### src/rtl/seq_alu_pkg.sv
// Shared ALU definitions: the 5-bit opcode set (original 16 plus USB/SSB/UDV/SDV),
// the sequencer state encoding and small opcode classifiers.
package seq_alu_pkg;

    localparam logic [4:0] ALU_PUR = 5'd0;
    localparam logic [4:0] ALU_SHL = 5'd1;
    localparam logic [4:0] ALU_SHR = 5'd2;
    localparam logic [4:0] ALU_UNC = 5'd3;
    localparam logic [4:0] ALU_EQ  = 5'd4;
    localparam logic [4:0] ALU_ULT = 5'd5;
    localparam logic [4:0] ALU_SLT = 5'd6;
    localparam logic [4:0] ALU_ULE = 5'd7;
    localparam logic [4:0] ALU_SLE = 5'd8;
    localparam logic [4:0] ALU_UAD = 5'd9;
    localparam logic [4:0] ALU_SAD = 5'd10;
    localparam logic [4:0] ALU_AND = 5'd11;
    localparam logic [4:0] ALU_OR  = 5'd12;
    localparam logic [4:0] ALU_XOR = 5'd13;
    localparam logic [4:0] ALU_UMT = 5'd14;
    localparam logic [4:0] ALU_SMT = 5'd15;
    localparam logic [4:0] ALU_USB = 5'd16;
    localparam logic [4:0] ALU_SSB = 5'd17;
    localparam logic [4:0] ALU_UDV = 5'd18;
    localparam logic [4:0] ALU_SDV = 5'd19;

    typedef enum logic [1:0] {
        ST_IDLE = 2'd0,
        ST_MUL  = 2'd1,
        ST_DIV  = 2'd2,
        ST_DONE = 2'd3
    } alu_state_t;

    function automatic logic is_mul_op(input logic [4:0] op);
        return (op == ALU_UMT) || (op == ALU_SMT);
    endfunction

    function automatic logic is_div_op(input logic [4:0] op);
        return (op == ALU_UDV) || (op == ALU_SDV);
    endfunction

    function automatic logic is_signed_iter_op(input logic [4:0] op);
        return (op == ALU_SMT) || (op == ALU_SDV);
    endfunction

endpackage

### src/rtl/seq_alu_if.sv
// Request/response bundle between the calculator control FSM (master) and seq_alu (slave).
interface seq_alu_if #(
    parameter int WIDTH = 8
);
    logic             in_valid;
    logic             in_ready;
    logic [WIDTH-1:0] operand_a;
    logic [WIDTH-1:0] operand_b;
    logic [4:0]       alu_op;
    logic             out_valid;
    logic             out_ready;
    logic [WIDTH-1:0] result;
    logic [WIDTH-1:0] result_hi;
    logic             arithmetic_overflow;
    logic             shift_overflow;
    logic             div_by_zero;

    modport master (
        output in_valid, operand_a, operand_b, alu_op, out_ready,
        input  in_ready, out_valid, result, result_hi,
               arithmetic_overflow, shift_overflow, div_by_zero
    );

    modport slave (
        input  in_valid, operand_a, operand_b, alu_op, out_ready,
        output in_ready, out_valid, result, result_hi,
               arithmetic_overflow, shift_overflow, div_by_zero
    );
endinterface

### src/rtl/seq_alu_iter.sv
// Shared iterative datapath: right-shifting shift-add multiply and restoring divide
// on unsigned magnitudes. lo_next/hi_next expose the value after the current step.
module seq_alu_iter #(
    parameter int WIDTH = 8,
    parameter int CNT_W = $clog2(WIDTH) + 1
) (
    input  logic             clk,
    input  logic             rst,
    input  logic             load,
    input  logic             load_div,
    input  logic             step,
    input  logic [WIDTH-1:0] a_mag,
    input  logic [WIDTH-1:0] b_mag,
    output logic             last,
    output logic [WIDTH-1:0] lo_next,
    output logic [WIDTH-1:0] hi_next
);
    logic [WIDTH-1:0] acc_reg;
    logic [WIDTH-1:0] sh_reg;
    logic [WIDTH-1:0] opnd_reg;
    logic             div_reg;
    logic [CNT_W-1:0] cnt_reg;

    logic [WIDTH:0] add_sum;
    logic [WIDTH:0] trial;
    logic [WIDTH:0] diff;

    assign last = (cnt_reg == CNT_W'(WIDTH - 1));

    // Remainder stays below the divisor, so the trial value fits in WIDTH+1 bits
    // and the top bit of the difference is a clean borrow.
    always_comb begin
        add_sum = {1'b0, acc_reg} + (sh_reg[0] ? {1'b0, opnd_reg} : '0);
        trial   = {acc_reg, sh_reg[WIDTH-1]};
        diff    = trial - {1'b0, opnd_reg};
        if (div_reg) begin
            if (diff[WIDTH]) begin
                hi_next = trial[WIDTH-1:0];
                lo_next = {sh_reg[WIDTH-2:0], 1'b0};
            end else begin
                hi_next = diff[WIDTH-1:0];
                lo_next = {sh_reg[WIDTH-2:0], 1'b1};
            end
        end else begin
            hi_next = add_sum[WIDTH:1];
            lo_next = {add_sum[0], sh_reg[WIDTH-1:1]};
        end
    end

    always_ff @(posedge clk or posedge rst) begin
        if (rst) begin
            acc_reg  <= '0;
            sh_reg   <= '0;
            opnd_reg <= '0;
            div_reg  <= 1'b0;
            cnt_reg  <= '0;
        end else if (load) begin
            acc_reg  <= '0;
            sh_reg   <= a_mag;
            opnd_reg <= b_mag;
            div_reg  <= load_div;
            cnt_reg  <= '0;
        end else if (step) begin
            acc_reg  <= hi_next;
            sh_reg   <= lo_next;
            cnt_reg  <= cnt_reg + 1'b1;
        end
    end
endmodule

### src/rtl/seq_alu.sv
// Multi-cycle ALU: single-cycle ops resolve at acceptance, multiply/divide iterate
// WIDTH cycles in seq_alu_iter; results are held in DONE until the consumer takes them.
module seq_alu
    import seq_alu_pkg::*;
#(
    parameter int WIDTH = 8,
    parameter int CNT_W = $clog2(WIDTH) + 1
) (
    input logic    clk,
    input logic    rst,
    seq_alu_if.slave bus
);
    alu_state_t state_reg, state_next;

    logic [4:0]       op_reg, op_next;
    logic             neg_q_reg, neg_q_next;
    logic             neg_r_reg, neg_r_next;
    logic             ovf_pend_reg, ovf_pend_next;
    logic             in_ready_reg, in_ready_next;
    logic             out_valid_reg, out_valid_next;
    logic [WIDTH-1:0] result_reg, result_next;
    logic [WIDTH-1:0] result_hi_reg, result_hi_next;
    logic             aov_reg, aov_next;
    logic             sov_reg, sov_next;
    logic             dbz_reg, dbz_next;

    logic             it_load, it_load_div, it_step, it_last;
    logic [WIDTH-1:0] it_lo, it_hi, a_mag, b_mag;
    logic             a_neg, b_neg, signed_op;

    logic [WIDTH-1:0] a, b, and_vec, or_vec, xor_vec;
    logic [WIDTH:0]   add_u, sub_u, add_s, sub_s;
    logic [WIDTH-1:0] sc_res;
    logic             sc_aov, sc_sov;
    logic [2*WIDTH-1:0] prod;
    logic [WIDTH-1:0] quo, rem;

    assign a = bus.operand_a;
    assign b = bus.operand_b;

    genvar gi;
    generate
        for (gi = 0; gi < WIDTH; gi++) begin : g_bitwise
            assign and_vec[gi] = a[gi] & b[gi];
            assign or_vec[gi]  = a[gi] | b[gi];
            assign xor_vec[gi] = a[gi] ^ b[gi];
        end
    endgenerate

    assign add_u = {1'b0, a} + {1'b0, b};
    assign sub_u = {1'b0, a} - {1'b0, b};
    assign add_s = {a[WIDTH-1], a} + {b[WIDTH-1], b};
    assign sub_s = {a[WIDTH-1], a} - {b[WIDTH-1], b};

    always_comb begin
        sc_res = a;
        sc_aov = 1'b0;
        sc_sov = 1'b0;
        case (bus.alu_op)
            ALU_SHL: begin sc_res = {a[WIDTH-2:0], 1'b0}; sc_sov = a[WIDTH-1]; end
            ALU_SHR: begin sc_res = {1'b0, a[WIDTH-1:1]}; sc_sov = a[0]; end
            ALU_UNC: sc_res = WIDTH'(1'b1);
            ALU_EQ:  sc_res = WIDTH'(a == b);
            ALU_ULT: sc_res = WIDTH'(a < b);
            ALU_SLT: sc_res = WIDTH'($signed(a) < $signed(b));
            ALU_ULE: sc_res = WIDTH'(a <= b);
            ALU_SLE: sc_res = WIDTH'($signed(a) <= $signed(b));
            ALU_UAD: begin sc_res = add_u[WIDTH-1:0]; sc_aov = add_u[WIDTH]; end
            ALU_SAD: begin sc_res = add_s[WIDTH-1:0]; sc_aov = add_s[WIDTH] ^ add_s[WIDTH-1]; end
            ALU_USB: begin sc_res = sub_u[WIDTH-1:0]; sc_aov = sub_u[WIDTH]; end
            ALU_SSB: begin sc_res = sub_s[WIDTH-1:0]; sc_aov = sub_s[WIDTH] ^ sub_s[WIDTH-1]; end
            ALU_AND: sc_res = and_vec;
            ALU_OR:  sc_res = or_vec;
            ALU_XOR: sc_res = xor_vec;
            default: sc_res = a;
        endcase
    end

    // The iterator only ever sees magnitudes; signs are reapplied on the final step.
    assign signed_op = is_signed_iter_op(bus.alu_op);
    assign a_neg     = signed_op & a[WIDTH-1];
    assign b_neg     = signed_op & b[WIDTH-1];
    assign a_mag     = a_neg ? (~a + 1'b1) : a;
    assign b_mag     = b_neg ? (~b + 1'b1) : b;

    seq_alu_iter #(.WIDTH(WIDTH), .CNT_W(CNT_W)) u_iter (
        .clk      (clk),
        .rst      (rst),
        .load     (it_load),
        .load_div (it_load_div),
        .step     (it_step),
        .a_mag    (a_mag),
        .b_mag    (b_mag),
        .last     (it_last),
        .lo_next  (it_lo),
        .hi_next  (it_hi)
    );

    assign prod = neg_q_reg ? -{it_hi, it_lo} : {it_hi, it_lo};
    assign quo  = neg_q_reg ? -it_lo : it_lo;
    assign rem  = neg_r_reg ? -it_hi : it_hi;

    always_comb begin
        state_next     = state_reg;
        op_next        = op_reg;
        neg_q_next     = neg_q_reg;
        neg_r_next     = neg_r_reg;
        ovf_pend_next  = ovf_pend_reg;
        result_next    = result_reg;
        result_hi_next = result_hi_reg;
        aov_next       = aov_reg;
        sov_next       = sov_reg;
        dbz_next       = dbz_reg;
        it_load        = 1'b0;
        it_load_div    = 1'b0;
        it_step        = 1'b0;
        case (state_reg)
            ST_IDLE: begin
                if (bus.in_valid && in_ready_reg) begin
                    op_next       = bus.alu_op;
                    neg_q_next    = a_neg ^ b_neg;
                    neg_r_next    = a_neg;
                    ovf_pend_next = (bus.alu_op == ALU_SDV) && (a == {1'b1, {(WIDTH-1){1'b0}}}) && (b == '1);
                    if (is_mul_op(bus.alu_op)) begin
                        it_load    = 1'b1;
                        state_next = ST_MUL;
                    end else if (is_div_op(bus.alu_op) && (b == '0)) begin
                        result_next    = '1;
                        result_hi_next = a;
                        aov_next       = 1'b0;
                        sov_next       = 1'b0;
                        dbz_next       = 1'b1;
                        state_next     = ST_DONE;
                    end else if (is_div_op(bus.alu_op)) begin
                        it_load     = 1'b1;
                        it_load_div = 1'b1;
                        state_next  = ST_DIV;
                    end else begin
                        result_next    = sc_res;
                        result_hi_next = '0;
                        aov_next       = sc_aov;
                        sov_next       = sc_sov;
                        dbz_next       = 1'b0;
                        state_next     = ST_DONE;
                    end
                end
            end
            ST_MUL: begin
                it_step = 1'b1;
                if (it_last) begin
                    result_next    = prod[WIDTH-1:0];
                    result_hi_next = prod[2*WIDTH-1:WIDTH];
                    aov_next       = (op_reg == ALU_SMT)
                                   ? (prod[2*WIDTH-1:WIDTH] != {WIDTH{prod[WIDTH-1]}})
                                   : (prod[2*WIDTH-1:WIDTH] != '0);
                    sov_next       = 1'b0;
                    dbz_next       = 1'b0;
                    state_next     = ST_DONE;
                end
            end
            ST_DIV: begin
                it_step = 1'b1;
                if (it_last) begin
                    result_next    = quo;
                    result_hi_next = rem;
                    aov_next       = ovf_pend_reg;
                    sov_next       = 1'b0;
                    dbz_next       = 1'b0;
                    state_next     = ST_DONE;
                end
            end
            ST_DONE: begin
                if (bus.out_ready) state_next = ST_IDLE;
            end
            default: state_next = ST_IDLE;
        endcase
        in_ready_next  = (state_next == ST_IDLE);
        out_valid_next = (state_next == ST_DONE);
    end

    always_ff @(posedge clk or posedge rst) begin
        if (rst) begin
            state_reg     <= ST_IDLE;
            op_reg        <= '0;
            neg_q_reg     <= 1'b0;
            neg_r_reg     <= 1'b0;
            ovf_pend_reg  <= 1'b0;
            in_ready_reg  <= 1'b0;
            out_valid_reg <= 1'b0;
            result_reg    <= '0;
            result_hi_reg <= '0;
            aov_reg       <= 1'b0;
            sov_reg       <= 1'b0;
            dbz_reg       <= 1'b0;
        end else begin
            state_reg     <= state_next;
            op_reg        <= op_next;
            neg_q_reg     <= neg_q_next;
            neg_r_reg     <= neg_r_next;
            ovf_pend_reg  <= ovf_pend_next;
            in_ready_reg  <= in_ready_next;
            out_valid_reg <= out_valid_next;
            result_reg    <= result_next;
            result_hi_reg <= result_hi_next;
            aov_reg       <= aov_next;
            sov_reg       <= sov_next;
            dbz_reg       <= dbz_next;
        end
    end

    assign bus.in_ready            = in_ready_reg;
    assign bus.out_valid           = out_valid_reg;
    assign bus.result              = result_reg;
    assign bus.result_hi           = result_hi_reg;
    assign bus.arithmetic_overflow = aov_reg;
    assign bus.shift_overflow      = sov_reg;
    assign bus.div_by_zero         = dbz_reg;
endmodule

### src/flat_wrapper.sv
// flat-port wrapper written by rule: the top's interface ports become plain ports
module seq_alu_flat import seq_alu_pkg::*;
#(
    parameter int WIDTH = 8,
    parameter int CNT_W = $clog2(WIDTH) + 1
)
  (clk, rst, bus_in_valid, bus_operand_a, bus_operand_b, bus_alu_op, bus_out_ready, bus_in_ready, bus_out_valid, bus_result, bus_result_hi, bus_arithmetic_overflow, bus_shift_overflow, bus_div_by_zero);
  seq_alu_if #(.WIDTH(WIDTH)) bus_i ();
  input logic clk;
  input logic rst;
  input wire logic [$bits(bus_i.in_valid)-1:0] bus_in_valid;
  input wire logic [$bits(bus_i.operand_a)-1:0] bus_operand_a;
  input wire logic [$bits(bus_i.operand_b)-1:0] bus_operand_b;
  input wire logic [$bits(bus_i.alu_op)-1:0] bus_alu_op;
  input wire logic [$bits(bus_i.out_ready)-1:0] bus_out_ready;
  output wire logic [$bits(bus_i.in_ready)-1:0] bus_in_ready;
  output wire logic [$bits(bus_i.out_valid)-1:0] bus_out_valid;
  output wire logic [$bits(bus_i.result)-1:0] bus_result;
  output wire logic [$bits(bus_i.result_hi)-1:0] bus_result_hi;
  output wire logic [$bits(bus_i.arithmetic_overflow)-1:0] bus_arithmetic_overflow;
  output wire logic [$bits(bus_i.shift_overflow)-1:0] bus_shift_overflow;
  output wire logic [$bits(bus_i.div_by_zero)-1:0] bus_div_by_zero;
  assign bus_i.in_valid = bus_in_valid;
  assign bus_i.operand_a = bus_operand_a;
  assign bus_i.operand_b = bus_operand_b;
  assign bus_i.alu_op = bus_alu_op;
  assign bus_i.out_ready = bus_out_ready;
  assign bus_in_ready = bus_i.in_ready;
  assign bus_out_valid = bus_i.out_valid;
  assign bus_result = bus_i.result;
  assign bus_result_hi = bus_i.result_hi;
  assign bus_arithmetic_overflow = bus_i.arithmetic_overflow;
  assign bus_shift_overflow = bus_i.shift_overflow;
  assign bus_div_by_zero = bus_i.div_by_zero;
  seq_alu #(.WIDTH(WIDTH), .CNT_W(CNT_W)) u_core (.clk(clk), .rst(rst), .bus(bus_i));
endmodule
### config.mk
export PLATFORM = sky130hd
export DESIGN_NAME = seq_alu_flat
export DESIGN_NICKNAME = d
export VERILOG_FILES = /design/src/rtl/seq_alu_pkg.sv /design/src/rtl/seq_alu_if.sv /design/src/rtl/seq_alu_iter.sv /design/src/rtl/seq_alu.sv /design/src/flat_wrapper.sv
export SDC_FILE = /design/constraint.sdc
export NUM_CORES = 1
export LEC_CHECK = 0
export CORE_UTILIZATION = 56
export CTS_BUF_LIST = sky130_fd_sc_hd__clkbuf_4 sky130_fd_sc_hd__clkbuf_8
export DETAILED_ROUTE_END_ITERATION = 8
export HOLD_SLACK_MARGIN = 0.1
export PLACE_DENSITY = 0.78
export REMOVE_ABC_BUFFERS = 1
export SLEW_MARGIN = 40
export SYNTH_ARGS = -nofsm -noshare
export SYNTH_HDL_FRONTEND = slang
export SYNTH_SLANG_ARGS = --single-unit
export TNS_END_PERCENT = 10
### constraint.sdc
create_clock -name clk -period 3.2 [get_ports clk]
set_clock_uncertainty 0.1 [all_clocks]
set_input_delay 0.96 -clock clk [delete_from_list [all_inputs] [get_ports clk]]
set_output_delay 0.96 -clock clk [all_outputs]
set_load 0.03 [all_outputs]
### Word level (Yosys, flattened, before mapping)

Cells that the tools add are included.

| word-level totals | value |
|---|---|
| logic and storage cells | 185 |
| output and inout port bits | 21 |
| input bits | 25 |
| register bits | 60 |

| cells by class | value |
|---|---|
| reduce and logical (&&, ||, !) cells | 18 |
| mux-type cells | 68 |
| equal/unequal tests | 35 |
| bitwise logic cells | 31 |
| add/sub/neg operators | 12 |
| magnitude comparators | 4 |

Operators by type and width:

| kind | number |
|---|---|
| $mux 8 | 24 |
| $pmux 8 s15 | 1 |
| $pmux 8 s3 | 2 |
| $eq 5x4->1 const B | 9 |
| $add 8x8->9 | 3 |
| $mux 1 | 27 |
| $eq 5x3->1 const B | 4 |
| $eq 5x5->1 const B | 4 |
| $sub 8x8->9 | 2 |
| $add 8x1->8 const B | 2 |
| $eq 8x8->1 const B | 2 |
| $le 8x8->1 | 2 |
| $lt 8x8->1 | 2 |
| $mux 16 | 1 |
| $neg 16->16 | 1 |
| $neg 8->8 | 2 |
| $not 8->8 | 2 |
| $xor 1x1->1 | 11 |
| $and 1x1->1 | 10 |
| $eq 5x2->1 const B | 2 |
| $mux 2 | 5 |
| $sub 9x8->9 | 1 |
| $eq 8x8->1 | 1 |
| $logic_not 8->1 | 1 |
| other kinds (25) | 47 |

### Longest topological paths before layout

| depth | value |
|---|---|
| depth in word-level cells | 9 |
| mapped depth | 18 |
| gate-level depth less buffers | 17 |

### Hierarchy

Synthesis repeated with hierarchy kept, for this count alone.

| unflattened totals | value |
|---|---|
| cells, all modules | 791 |
| area total of the unflattened synthesis | 6357.3 um^2 |

Modules (own cells, without submodules):

| module | seq. area each (um^2) | cells an instance | area each (um^2) | times used |
|---|---|---|---|---|
| seq_alu | 775.7 | 532 | 4087.7 | 1 |
| seq_alu_iter | 725.7 | 259 | 2269.7 | 1 |

### Worst setup path before layout

OpenSTA, ideal clock, no wires.

| timing | value |
|---|---|
| path kind | in2reg |
| from | in bus_operand_a[5] |
| to | reg u_core.aov_reg, in the netlist u_core.bus.arithmetic_overflow |
| required time | 2.964 ns |
| setup slack | -0.434 ns |
| stages on the path | 14 |
| arrival | 3.398 ns |
| buffers on the path | 2 |
| library setup time | 0.136 ns |
| cell sequence | clkbuf_1 -> inv_1 -> ha_1 -> clkbuf_1 -> inv_1 -> a21oi_1 -> o21ai_0 -> a221o_1 -> nor3b_1 -> o31ai_1 -> a31o_2 -> nand4_1 -> nor4_1 -> a211oi_2 |

| on the way | value |
|---|---|
| word-level cells in the longest chain between the ends | 8 |
| elaborated cells on any way between the ends | 12 |
| classes of those cells | 4 x add/sub; 6 x mux; 2 x bitwise |

RTL lines:

| item | line | text |
|---|---|---|
| start, declared | flat_wrapper.sv:12 | `input wire logic [$bits(bus_i.operand_a)-1:0] bus_operand_a;` |
| $sub 8x8->9 / $add 8x8->9 (equally long branches) | seq_alu.sv:53, seq_alu.sv:52 |  |
| $xor 1x1->1, on equally long branches | seq_alu.sv:71, seq_alu.sv:69 |  |
| $pmux 1 s4 (*) | seq_alu.sv:59 | `case (bus.alu_op)` |
| $mux 1 (*) | seq_alu.sv:134 | `end else if (is_div_op(bus.alu_op)) begin` |
| $mux 1 (*) | seq_alu.sv:127 | `end else if (is_div_op(bus.alu_op) && (b == '0)) begin` |
| $mux 1 (*) | seq_alu.sv:124 | `if (is_mul_op(bus.alu_op)) begin` |
| $mux 1 (*) | seq_alu.sv:119 | `if (bus.in_valid && in_ready_reg) begin` |
| $pmux 1 s3 (*) | seq_alu.sv:117 | `case (state_reg)` |
| end signal, assigned | seq_alu.sv:205 | `aov_reg <= aov_next;` |
| end, declared | seq_alu.sv:23 | `logic aov_reg, aov_next;` |

Every way passes the cells marked *; elsewhere a longest branch is shown, timed or not. The select of a mux whose other input is x is not followed.
A chain may end at the register's enable or synchronous reset.

### Worst setup path in the final report

| timing | value |
|---|---|
| from | reg u_core.u_iter.opnd_reg[0] |
| to | reg u_core.aov_reg, in the netlist u_core.bus.arithmetic_overflow |

| on the way | value |
|---|---|
| word-level cells in the longest chain between the ends | 9 |
| elaborated cells on any way between the ends | 14 |
| classes of those cells | 3 x add/sub; 1 x eq/ne; 9 x mux; 1 x reduce/logical |

RTL lines:

| item | line | text |
|---|---|---|
| start, declared | seq_alu_iter.sv:20 | `logic [WIDTH-1:0] opnd_reg;` |
| start signal, assigned | seq_alu_iter.sv:60 | `opnd_reg <= b_mag;` |
| $sub 9x8->9 / $mux 8 (equally long branches) | seq_alu_iter.sv:35, seq_alu_iter.sv:33 |  |
| $mux 1, or another cell as far along | seq_alu_iter.sv:37 | `if (diff[WIDTH]) begin` |
| $mux 8 | seq_alu_iter.sv:36 | `if (div_reg) begin` |
| $neg 16->16 | seq_alu.sv:99 | `assign prod = neg_q_reg ? -{it_hi, it_lo} : {it_hi, it_lo};` |
| $mux 16 (*) | seq_alu.sv:99 |  |
| $ne 8x8->1 / $reduce_bool 8->1 (equally long branches) | seq_alu.sv:154, seq_alu.sv:155 |  |
| $mux 1 (*) | seq_alu.sv:154 | `? (prod[2*WIDTH-1:WIDTH] != {WIDTH{prod[WIDTH-1]}})` |
| $mux 1 (*) | seq_alu.sv:150 | `if (it_last) begin` |
| $pmux 1 s3 (*) | seq_alu.sv:117 |  |

Marked as above.

==> run summary <==
No sink is reached through more buffers than the 2 on the longest clock path. The logs give 600 for the fill cell total of the finished layout and 4.27 ns for the data arrival at the endpoint of the critical path. The number of cells in the finished layout apart from fillers was 1,174; the hold violation count in the final report was 0. The average via count per standard cell works out to 6.96. After detailed placement, the total cell area comes to 8350 sq um.

The reg2reg setup slack came out at -0.89 ns. The worst-case IR drop observed on VDD is 0.00146 V. Clock tree synthesis found a total of 60 sinks. Clock tree synthesis inserted a total of 9 buffers.

Largest net degree at the start of global routing: 40. The sequential share of the synthesized area is 24.0%, and the via total after detailed routing is 8,174. Cells fill 84.3% of the core in the end.

At the pin with the least slew margin, the transition time is 0.762 ns. The total die area was 11,600 sq um; the placed cell count was 1,141. Following the worst setup path forward leads to its endpoint at u_core.bus.arithmetic_overflow. In this run the count of I/O pins placed on the die edge is 46.

For the worst setup path, the data required time is 3.37 ns. After layout, the worst path uses 128% of the clock period. The flow ran to the end, but the final reports show violations. The cell area after technology mapping was 6250 sq um. Clock-pin slew was measured on the worst setup and hold paths at 0.09 ns. Dividing the detail-routed wire length by the instance count gives 25.5 um. The library cell used most frequently in the layout, excluding fill and tap cells, is sky130_fd_sc_hd__buf_4.

For this design, the CTS-stage hold fixing added 0 buffers. The startpoint identified for the worst register-to-register timing path is u_core.u_iter.opnd_reg[0]. Routed length on met2: 13,000 um. Static timing analysis puts the maximum clock frequency at 244 MHz. Yosys mapped the design onto 82 distinct sky130hd cell types.

In this run the worst hold path is classified as flop to flop. Setup repair after global routing could not meet its margin everywhere. The worst path needs 4.09 ns of the cycle, external delays included.

Overall power consumption after layout is estimated at 12.2 mW. The register bit count reported by yosys was 60; the number of global-route vias before repair was 7,874. Post-synthesis average cell area: 8.01 sq um. After technology mapping, the gate count stands at 781. The tools report the overall routed net length as 30,000 um. The root buffer cell chosen for the clock tree is sky130_fd_sc_hd__clkbuf_8.

The worst reg-to-reg path cell count is 14, and the depth of the CTS H-tree is 3. The topmost layer with routed signal wires was met5. After legalization and detailed placement, the total HPWL measured 19,300 um. The floorplan has 38 rows. The library cells used most frequently in the layout, excluding fill and tap cells, are sky130_fd_sc_hd__buf_4, sky130_fd_sc_hd__nor2_1, sky130_fd_sc_hd__nand2_1.

The floorplan step defined a core boundary enclosing 10,800 sq um. The residual overflow from global routing was 0; the all-layer global routing usage was 49.4%. The post-route netlist has 33.9% of its cells at a drive strength greater than 1. The count of input and output buffers works out to 45.

The detailed router put a total of 10,400 um of wire on met1. The endpoint identified for the worst register-to-register timing path is u_core.bus.arithmetic_overflow. In the synthesized netlist the async set-or-reset flop fraction comes to 100%. The maximum fanout along the worst path came out at 5. The critical path is of the flop to flop type.

The checks that failed: negative setup slack. The die is 108 um tall. Setup violations remaining at the end of the flow were counted as 17. The total of warnings raised by yosys was 0; the synthesis-to-layout area growth was 46.2%. Post-placement worst setup slack: -0.929 ns.

The routed design uses 3970 um of met3 wire. For this configuration, the core starts out at a cell density of 57.7%. For this run, design rule violations remaining after detail routing come to 0.

In this run the power density over the cells is 1340 nW/um^2. Launching instance or port of the critical path: u_core.u_iter.opnd_reg[0]. Dominant synthesized flop cell: sky130_fd_sc_hd__dfrtp_1. The run gives 0 as the number of max-capacitance violations reported. The later pin in the worst-skew pair is clocked with a latency of 0.38 ns. The post-route standard cell area excluding fillers is 9140 sq um, and the final layout net count is 1,106. The relative max-transition margin was 48.8%. Before antenna repair, the detailed router went through 7 iterations.

TritonCTS built the clock tree. The total negative setup slack is -7.60 ns, and the width of the die is 108 um. Hold is met by 0.405 ns.

The number of pins exceeding their max-slew limit in the final report was 0; the leakage power figure was 4.07 nW. STA classifies the critical path endpoint as a flop. Yosys mapped a number of flops with a built-in enable equal to 0. The detailed router finished its first iteration with 1,434 violations. Last weighted congestion value of the routability-driven placer: 1.08. The run gives 2 as the number of antenna violations at the first check in global routing. In this run the remaining antenna-violating nets after routing total 0. Global-route wire length before repair: 42,700 um. Final worst slack: -0.893 ns. The critical path startpoint category was a flop.
-- worst max-delay path: stages (launching register included) --
cell and delay (ns):
sky130_fd_sc_hd__dfrtp_1 0.42, sky130_fd_sc_hd__ha_2 0.21, sky130_fd_sc_hd__inv_1 0.05, sky130_fd_sc_hd__fa_2 0.37, sky130_fd_sc_hd__a211oi_4 0.27, sky130_fd_sc_hd__o211ai_2 0.20, sky130_fd_sc_hd__buf_4 0.20, sky130_fd_sc_hd__nand3_2 0.14
sky130_fd_sc_hd__a21oi_2 0.14, sky130_fd_sc_hd__o311ai_4 0.42, sky130_fd_sc_hd__o21ai_1 0.21, sky130_fd_sc_hd__xnor2_2 0.49, sky130_fd_sc_hd__nor4bb_4 0.43, sky130_fd_sc_hd__and4_1 0.28, sky130_fd_sc_hd__a211oi_2 0.06
-- area by class of cell --
cell class | instances | area [sq um] | share of cell area (%)
well taps | 140 | 175 | 1.92
repair buffers | 270 | 2200 | 24.0
multi-input cells | 631 | 4860 | 53.1
clock inverters | 7 | 76.3 | 0.835
inverters | 54 | 203 | 2.22
diodes | 3 | 7.51 | 0.0821
clock buffers | 9 | 124 | 1.36
flip-flops and latches | 60 | 1500 | 16.4
-- power by group --
| part | switching, mW | internal [mW] | leakage [nW] | total (mW) |
|---|---|---|---|---|
| Clock | 0.392 | 0.363 | 0.0958 | 0.756 |
| Combinational | 5.76 | 4.24 | 3.26 | 10.0 |
| Sequential | 0.362 | 1.12 | 0.719 | 1.49 |
-- metal layers --
| metal | track usage (%) | up-vias |
|---|---|---|
| met3 | 17.0 | 281 |
| met2 | 77.4 | 762 |
| li1 | - | 3383 |
| met4 | 27.1 | 2 |
| met1 | 58.7 | 3746 |
| met5 | 3.33 | - |
-- how the worst min path moves through the flow --
| stage | end | slack, ns | depth (start not counted) | from |
|---|---|---|---|---|
| floorplan | u_core.op_reg[4] | 0.34 | 2 | u_core.op_reg[4] |
| detailed placement | u_core.bus.result[0] | 0.37 | 2 | u_core.bus.result[0] |
| CTS | u_core.bus.result[0] | 0.40 | 2 | u_core.bus.result[0] |
| global route | u_core.bus.result[0] | 0.44 | 2 | u_core.bus.result[0] |
| global placement | u_core.op_reg[4] | 0.36 | 2 | u_core.op_reg[4] |
| finish | u_core.bus.result[0] | 0.41 | 2 | u_core.bus.result[0] |
-- synthesized netlist by cell type, types with 13 or more instances --
cell type,n,area share (%)
sky130_fd_sc_hd__nand4_1,13,1.3
sky130_fd_sc_hd__o21ai_0,47,3.8
sky130_fd_sc_hd__a221oi_1,15,2.1
sky130_fd_sc_hd__clkbuf_1,30,1.8
sky130_fd_sc_hd__mux2i_1,15,2.4
sky130_fd_sc_hd__a31oi_1,14,1.4
sky130_fd_sc_hd__nor2_1,87,5.2
sky130_fd_sc_hd__inv_1,54,3.2
sky130_fd_sc_hd__dfrtp_1,60,24
sky130_fd_sc_hd__ha_1,51,10
sky130_fd_sc_hd__nor3_1,19,1.5
sky130_fd_sc_hd__nand3_1,31,2.5
sky130_fd_sc_hd__a21oi_1,40,3.2
sky130_fd_sc_hd__xnor2_1,29,4.1
sky130_fd_sc_hd__nand2_1,68,4.1
-- what timing repair did --
action / in CTS / in global routing
setup buffers: 12 / 2
resized for setup: 72 / 35
pin swaps: 39 / 25
setup endpoints to repair: 17 / 18
-- kinds of logic after synthesis --
kind of cell | count (synthesis) | share of synthesized area, %
and+or+nand+nor | 273 | 20.8
AOI/OAI and AO/OA | 240 | 28.6
xor gates and xnor gates | 41 | 5.74
adders and majority gates | 55 | 11.5
DFF | 60 | 24.0
buffers and inverters | 90 | 5.68
muxes | 22 | 3.66
No activity file was read; power rests on OpenSTA's default activity.
